--- src/rtl/cnn_pkg.sv ---
// cnn_pkg: shared sizes, frame layout and loader states
// for the CNN parameter loader.
package cnn_pkg;

    localparam int DATA_W    = 8;
    localparam int N_TAPS    = 9;
    localparam int N_CELLS   = 16;
    localparam int FRAME_LEN = 2*N_TAPS + 2*N_CELLS;

    localparam int OFF_A = 0;
    localparam int OFF_B = N_TAPS;
    localparam int OFF_U = 2*N_TAPS;
    localparam int OFF_I = 2*N_TAPS + N_CELLS;

    localparam int ADDR_W = $clog2(FRAME_LEN);
    localparam int CNT_W  = $clog2(FRAME_LEN + 2);

    typedef enum logic [1:0] {
        IDLE,
        LOAD,
        COMMIT,
        SETTLE
    } state_t;

endpackage

--- src/rtl/cnn_param_bank.sv ---
// cnn_param_bank: FRAME_LEN x DATA_W shadow register file,
// one indexed byte write port, full parallel read.
module cnn_param_bank
    import cnn_pkg::*;
(
    input  logic                        clk,
    input  logic                        rst_n,
    input  logic                        we,
    input  logic [ADDR_W-1:0]           addr,
    input  logic [DATA_W-1:0]           wdata,
    output logic [FRAME_LEN*DATA_W-1:0] rdata
);

    logic [DATA_W-1:0] mem [FRAME_LEN];

    // Indexed byte write; whole bank cleared by reset
    always_ff @(posedge clk or negedge rst_n) begin
        if (!rst_n) begin
            for (int i = 0; i < FRAME_LEN; i++) begin
                mem[i] <= '0;
            end
        end else if (we) begin
            mem[addr] <= wdata;
        end
    end

    // Flatten the bank, slot j at bits [(j+1)*DATA_W-1 : j*DATA_W]
    always_comb begin
        rdata = '0;
        for (int i = 0; i < FRAME_LEN; i++) begin
            rdata[i*DATA_W +: DATA_W] = mem[i];
        end
    end

endmodule

--- src/rtl/cnn_param_loader.sv ---
// cnn_param_loader: assembles A/B/U/I frames from a byte stream and commits
// them atomically to the array. Optional trailing checksum: CNN_LOADER_CHECKSUM_EN.
module cnn_param_loader
    import cnn_pkg::*;
#(
    parameter int SETTLE_CYCLES = 64
) (
    input  logic                      clk,
    input  logic                      rst_n,
    input  logic                      s_valid,
    output logic                      s_ready,
    input  logic [DATA_W-1:0]         s_data,
    input  logic                      s_last,
    output logic [N_TAPS*DATA_W-1:0]  a_tmpl,
    output logic [N_TAPS*DATA_W-1:0]  b_tmpl,
    output logic [N_CELLS*DATA_W-1:0] u_in,
    output logic [N_CELLS*DATA_W-1:0] i_bias,
    output logic                      params_valid,
    output logic                      commit_pulse,
    output logic                      settle_busy,
    output logic                      frame_err
);

`ifdef CNN_LOADER_CHECKSUM_EN
    localparam int TOTAL = FRAME_LEN + 1;
`else
    localparam int TOTAL = FRAME_LEN;
`endif

    state_t                      state;
    logic [CNT_W-1:0]            cnt;
    logic [15:0]                 scnt;
    logic                        rdy_en;
    logic                        pv;
    logic [FRAME_LEN*DATA_W-1:0] shadow;
    logic [FRAME_LEN*DATA_W-1:0] active;
    logic                        acc;
    logic                        at_end;
    logic                        wr;
    logic                        chk_ok;

    assign s_ready      = rdy_en && (state == IDLE || state == LOAD);
    assign acc          = s_valid && s_ready;
    assign at_end       = (cnt == CNT_W'(TOTAL - 1));
    assign wr           = acc && (cnt < CNT_W'(FRAME_LEN));
    assign settle_busy  = (state == SETTLE);
    assign params_valid = pv;

    assign a_tmpl = active[OFF_B*DATA_W-1     : OFF_A*DATA_W];
    assign b_tmpl = active[OFF_U*DATA_W-1     : OFF_B*DATA_W];
    assign u_in   = active[OFF_I*DATA_W-1     : OFF_U*DATA_W];
    assign i_bias = active[FRAME_LEN*DATA_W-1 : OFF_I*DATA_W];

    cnn_param_bank u_shadow (
        .clk   (clk),
        .rst_n (rst_n),
        .we    (wr),
        .addr  (cnt[ADDR_W-1:0]),
        .wdata (s_data),
        .rdata (shadow)
    );

`ifdef CNN_LOADER_CHECKSUM_EN
    logic [DATA_W-1:0] sum;

    // Running mod-256 sum of the payload, restarted on the first byte
    always_ff @(posedge clk or negedge rst_n) begin
        if (!rst_n) begin
            sum <= '0;
        end else if (acc) begin
            sum <= (state == IDLE) ? s_data : sum + s_data;
        end
    end

    assign chk_ok = (sum == s_data);
`else
    assign chk_ok = 1'b1;
`endif

    // Frame sequencing, atomic commit and settle hold-off
    always_ff @(posedge clk or negedge rst_n) begin
        if (!rst_n) begin
            state        <= IDLE;
            cnt          <= '0;
            scnt         <= '0;
            rdy_en       <= 1'b0;
            active       <= '0;
            pv           <= 1'b0;
            commit_pulse <= 1'b0;
            frame_err    <= 1'b0;
        end else begin
            rdy_en       <= 1'b1;
            commit_pulse <= 1'b0;
            unique case (state)
                IDLE: begin
                    if (acc) begin
                        if (s_last) begin
                            frame_err <= 1'b1;
                        end else begin
                            frame_err <= 1'b0;
                            cnt       <= CNT_W'(1);
                            state     <= LOAD;
                        end
                    end
                end
                LOAD: begin
                    if (acc) begin
                        if (s_last && at_end && chk_ok) begin
                            cnt   <= '0;
                            state <= COMMIT;
                        end else if (s_last || at_end) begin
                            frame_err <= 1'b1;
                            cnt       <= '0;
                            state     <= IDLE;
                        end else begin
                            cnt <= cnt + CNT_W'(1);
                        end
                    end
                end
                COMMIT: begin
                    active       <= shadow;
                    commit_pulse <= 1'b1;
                    pv           <= 1'b1;
                    scnt         <= '0;
                    state        <= SETTLE;
                end
                SETTLE: begin
                    if (scnt == 16'(SETTLE_CYCLES - 1)) begin
                        state <= IDLE;
                    end else begin
                        scnt <= scnt + 16'd1;
                    end
                end
                default: state <= IDLE;
            endcase
        end
    end

endmodule

--- config.mk ---
export PLATFORM = sky130hd
export DESIGN_NAME = cnn_param_loader
export DESIGN_NICKNAME = d
export VERILOG_FILES = /design/src/rtl/cnn_pkg.sv /design/src/rtl/cnn_param_bank.sv /design/src/rtl/cnn_param_loader.sv
export SDC_FILE = /design/constraint.sdc
export NUM_CORES = 1
export LEC_CHECK = 0
export CELL_PAD_IN_SITES_DETAIL_PLACEMENT = 0
export CELL_PAD_IN_SITES_GLOBAL_PLACEMENT = 1
export CORE_ASPECT_RATIO = 0.6
export CORE_MARGIN = 10
export CORE_UTILIZATION = 40
export CTS_CLUSTER_DIAMETER = 60
export DETAILED_ROUTE_END_ITERATION = 8
export GPL_ROUTABILITY_DRIVEN = 1
export PLACE_DENSITY_LB_ADDON = 0.3
export REMOVE_ABC_BUFFERS = 1
export SLEW_MARGIN = 10
export SYNTH_ARGS = -nofsm -noshare
export SYNTH_HDL_FRONTEND = slang
export SYNTH_SLANG_ARGS = --single-unit
--- constraint.sdc ---
create_clock -name clk -period 1.97 [get_ports clk]
set_input_delay 0.394 -clock clk [delete_from_list [all_inputs] [get_ports clk]]
set_output_delay 0.394 -clock clk [all_outputs]
set_load 0.02 [all_outputs]
Yosys cells after proc, flatten, opt, wreduce, memory -nomap -nowiden:

Index checks and enable logic that the tools add are counted.

* output and inout bits: 405
* memories kept: 0
* ROM bits: 0
* bits in writable memories: 0
* register bits: 828
* word-level logic and storage cells: 116
* latch bits: 0

* reduce and logical (&&, ||, !) cells: 14
* bitwise gates (word level): 1
* shifts and indexed selects: 0
* add/sub/neg operators: 2
* multipliers: 0
* magnitude comparators: 3
* eq/ne operators: 13
* mux-type cells: 25
* divide/modulo/power cells: 0

Operators with widths (number)
* 400-bit bitwise mux: 1
* 8-bit demux with 6-bit select: 1
* 16-bit one-hot mux with 2 select lines: 1
* 6-bit two-way mux: 5
* 16-bit by 1-bit adder with 16-bit output (second input constant): 1
* 16-bit by 6-bit equality test with 1-bit output (second input constant): 1
* 16-bit two-way mux: 1
* 2-bit two-way mux: 6
* 6-bit one-hot mux with 2 select lines: 1
* 2-bit != test (second input constant): 5
* 5-bit AND reduction: 2
* 8-bit two-way mux: 1
* 2-bit one-hot mux with 4 select lines: 1
* 7-bit greater-or-equal comparator (second input constant): 1
* 7-bit by 1-bit < comparator with 1-bit output (second input constant): 1
* 6-bit inverter with 7-bit output: 1
* 6-bit by 1-bit adder with 6-bit output (second input constant): 1
* 6-bit equality test (second input constant): 1
* 6-bit < comparator (second input constant): 1
* 1-bit two-way mux: 6
* 1-bit logical AND: 5
* 2-bit equality test (second input constant): 2
* 2-bit by 1-bit != test with 1-bit output (second input constant): 2
* 4-bit AND reduction: 1
* other kinds (7): 9

Longest topological paths before layout:

* depth after elaboration: 6
* depth in mapped cells: 7

Hierarchy:

A second synthesis with hierarchy kept.

* cells, all modules: 2788
* area total of the unflattened synthesis: 31766.7 µm²

Modules (own cells, without submodules)
* cnn_param_loader: area each 16494.6 µm², seq. area each 10710.3 µm², instances 1, cells each 1854
* cnn_param_bank: area each 15272.1 µm², seq. area each 10009.6 µm², instances 1, cells each 934

Least setup slack after synthesis:

No wires, ideal clock.

* path kind: flip-flop to flip-flop
* from: register cnt[1]
* to: register state[0]
* library setup time: 0.132 ns
* slack: 0.073 ns
* arrival: 1.765 ns
* data required time: 1.838 ns
* cell stages (with the launch flop): 7
* cells stage by stage: dfrtp_1 > buf_4 > inv_1 > ha_1 > nor4b_1 > o41a_1 > a211oi_1

* word-level cells in the longest chain between the ends: 5
* elaborated cells between the ends (all ways): 8
* classes of those cells: eq/ne: 2; mux: 3; reduce/logical: 3

RTL lines
* start: declaration: RTL line cnn_param_loader.sv:31 `logic [CNT_W-1:0] cnt;`
* start signal: assignment: RTL line cnn_param_loader.sv:116 `cnt <= cnt + CNT_W'(1);`
* 6-bit equality test *: RTL line cnn_param_loader.sv:44 `assign at_end = (cnt == CNT_W'(TOTAL - 1));`
* 1-bit logical AND: RTL line cnn_param_loader.sv:108 `if (s_last && at_end && chk_ok) begin`
* 2-bit two-way mux: RTL line cnn_param_loader.sv:108
* 2-bit two-way mux: RTL line cnn_param_loader.sv:107 `if (acc) begin`
* 2-bit one-hot mux with 4 select lines: RTL line cnn_param_loader.sv:94 `unique case (state)`
* end signal: assignment: RTL line cnn_param_loader.sv:102 `state <= LOAD;`
* end signal: assignment: RTL line cnn_param_loader.sv:110 `state <= COMMIT;`
* end signal: assignment: RTL line cnn_param_loader.sv:114 `state <= IDLE;`
* end: declaration: RTL line cnn_param_loader.sv:30 `state_t state;`

Mark *: on every way between the ends. The rest lies on a longest branch, timed or not. The select of a mux whose other input is x is not followed.
A chain may end at the register's enable or synchronous reset.

==> out/metrics.cfg <==
[worst_setup_path]
cpPeakStageDelay_ns = 0.44
criticalPathCategory = reg2reg
critical_path.top_delay_family = simple AND/OR/NAND/NOR gates
cp-start-kind = flip-flop
cp.arrival_ns = 2.52
crit_slowest_cell = dfrtp_2
cp_data_required_time_ns = 2.52
critPathMostFrequentCell = buf_6
crit_chain = buf_6 > nand3b_4 > nor4b_4 > buf_6 > nand2_4 > buf_12 > mux2_4
cp_num_buf_inv = 3
cp_max_fo = 8
cp-end-kind = flip-flop

[sta]
finalWorstSetupSlack_ns = -0.00526
min_period_ns = 1.98
fin_crit_sh = 1.00
rsz0062_at_grt = true
worstMarginPinSlew_ns = 0.624
skew_ns = 0.0291
drv_slew = 0
setup_violations = 1
slew_headroom = 0.584
hold_viol = 0
max_freq_mhz = 506

[detailed_routing]
routed_wl_um = 91400
drc = 0
via_per_inst = 4.93
first_iter_violations = 1468
antenna_left = 0
vias = 21634
wl_per_cell_um = 20.8
dr.pass1.iters = 5

[outcome]
violations = setup timing
outcome = finished with violations

[min_path]
worstHoldPathType = in2async

[pwr]
power_density_mw_per_mm2 = 907
p_switching_mw = 9.00
p_leak_nw = 23.6
combPwrFrac = 0.078
ir_drop_v = 0.000732
p_int_mw = 28.2
clkPwrFrac = 0.433
power_frac_seq = 0.489
swShare = 0.242

[logic_synthesis]
netlist_instances = 2791
synth_area_leaders = dfrtp_1 65%, nand2_1 14%, mux2_2 12%, mux2_1 2.4%, clkbuf_1 1.5%
seq_area_frac_synth = 0.652
ys_warn_count = 0
synth-edff-count = 0
ys_types = 56
syn_area_per_cell_um2 = 11.4
synth-async-reset-ratio = 1.00
synth_top_area_frac = 0.652
netlist_area_mm2 = 0.0318
ys_ff_latch = 828
yosysTopAreaCell = dfrtp_1
synth_ff_type = dfrtp_1

[job]
drv_cap = 0

[placed_design]
place_congestion = 0.769
pre_cts_slack_ns = -0.464
portBuffers = 416
place_hpwl_um = 60200

[clock_network]
cts_sinks = 828
cts-root-buf = clkbuf_16
clkSlewWorstSetupHoldPaths_ns = 0.06
htreeDepth = 3
cts_buffers = 79
clockBufferDepth = 3
cts_tree = yes
clk_latency_ns = 0.67

[die]
start_util = 0.407
io_pins = 417
die_w_um = 384
rows = 79
design.die.area_mm2 = 0.0915
dieHeight_um = 238
core_mm2 = 0.0781

[global_route]
grt_max_degree = 81
grt_pass1_wl_um = 141000
grt-ovfl-total = 0
track_usage = 0.197
antenna_found_initial = 1
grt_pass1_vias = 23123

[cells_and_area]
mostFrequentLayoutCells = 1214 x nand2_1, 827 x dfrtp_1, 403 x dlygate4sd2_1
drive_gt1_frac = 0.207
nets = 3289
area_delta_synth_final_pct = 29.0
n_fill_cell = 6927
regArea_mm2 = 0.0207
diodes = 0
multi_input_area_mm2 = 0.0107
layout_commonest_cell = nand2_1
utilization = 0.525

power groups by stage:
stage	sequential, mW	combinational, mW	clock [mW]
finish	18.2	2.90	16.1
global route	18.2	3.14	17.2
CTS	18.2	2.80	16.5
detailed placement	18.5	2.76	0
global placement	18.4	2.65	0
floorplan	18.4	1.12	0
timing repair:
item,CTS,global route
endpoints found under the setup margin,449,255
endpoints found under the hold margin,67,0
pin swaps,0,4
setup buffers,3,5
cloned,1,0
hold buffers,1,0
resized for setup,428,55
worst register-to-register path, cell delays in order (launching register included):
cell and delay [ns]:
dfrtp_2 0.44, buf_6 0.13, nand3b_4 0.23, nor4b_4 0.26, buf_6 0.25, nand2_4 0.11, buf_12 0.16, mux2_4 0.30
logic make-up after synthesis:
| family | count (synthesis) | synth area share |
|---|---|---|
| AND/OR/NAND/NOR | 1357 | 0.175 |
| flip-flops | 828 | 0.652 |
| multiplexers | 407 | 0.144 |
| buffers and inverters | 165 | 0.0208 |
| AO/OA/AOI/OAI | 26 | 0.00595 |
| XOR/XNOR | 4 | 0.00110 |
| adder cells (fa/ha/maj) | 3 | 0.00118 |
| other | 1 | 0.000118 |
path summary, 6_finish.rpt:
check                           depth (start not counted)  slack [ns]             endpoint           startpoint
worst max-delay path                                    7      -0.005  u_shadow.rdata[183]            flip-flop
worst min-delay path                                    2        0.25  u_shadow.rdata[289]                rst_n
worst max register to register                          7      -0.005  u_shadow.rdata[183]            flip-flop
worst min register to register                          2        0.45          active[105]  u_shadow.rdata[105]
max in group asynchronous                               3        0.81  u_shadow.rdata[145]                rst_n
min in group clk                                        3        0.37  u_shadow.rdata[154]            s_data[2]
sequential cells by signal, summed over array words and instances, names as in the netlist, named ones only:
register,count
params_valid,1
state,1
frame_err,1
active,400
rdy_en,1
scnt,16
u_shadow.rdata,400
commit_pulse,1
cnt,6
synthesized netlist by cell type, drive strengths merged, types with 4 or more instances:
cell    number
nor3         7
o21ai        5
a31oi        4
nor2b        7
nand4       11
and4         6
inv          9
mux2i        7
nor4         7
nand3       12
nor4b        5
and3         4
nand2b       5
nand2     1248
xnor2        4
clkbuf     124
dfrtp      828
mux2       400
nor2        30
buf         31
stage by stage:
stage               setup TNS [ns]  area, µm²  total power, mW  std cells  hold WS, ns
global route                 -3.13      41000             38.6       4390        0.240
floorplan                 -6139.81      31100             19.5       2636       0.0984
global placement           -142.93      38400             21.1       4238        0.332
detailed placement         -145.05      38400             21.2       4238        0.336
finish                    -0.00526      41000             37.2       4390        0.247
CTS                         -0.914      40700             37.4       4387        0.222
metal layers:
layer | up-vias | wire [µm] | track usage
li1 | 9963 | - | -
met1 | 11180 | 41900 | 0.268
met2 | 385 | 43900 | 0.323
met3 | 106 | 3960 | 0.0430
met4 | 0 | 1610 | 0.0417
met5 | - | 0 | 0
layout make-up:
cell class	count	share of cell area
Sequential cell	828	0.506
Tap cell	1053	0.0322
Multi-Input combinational cell	1798	0.260
Timing Repair Buffer	557	0.134
Inverter	10	0.00116
Clock buffer	107	0.0560
Clock inverter	37	0.0108
(Power assumes the default switching activity.)
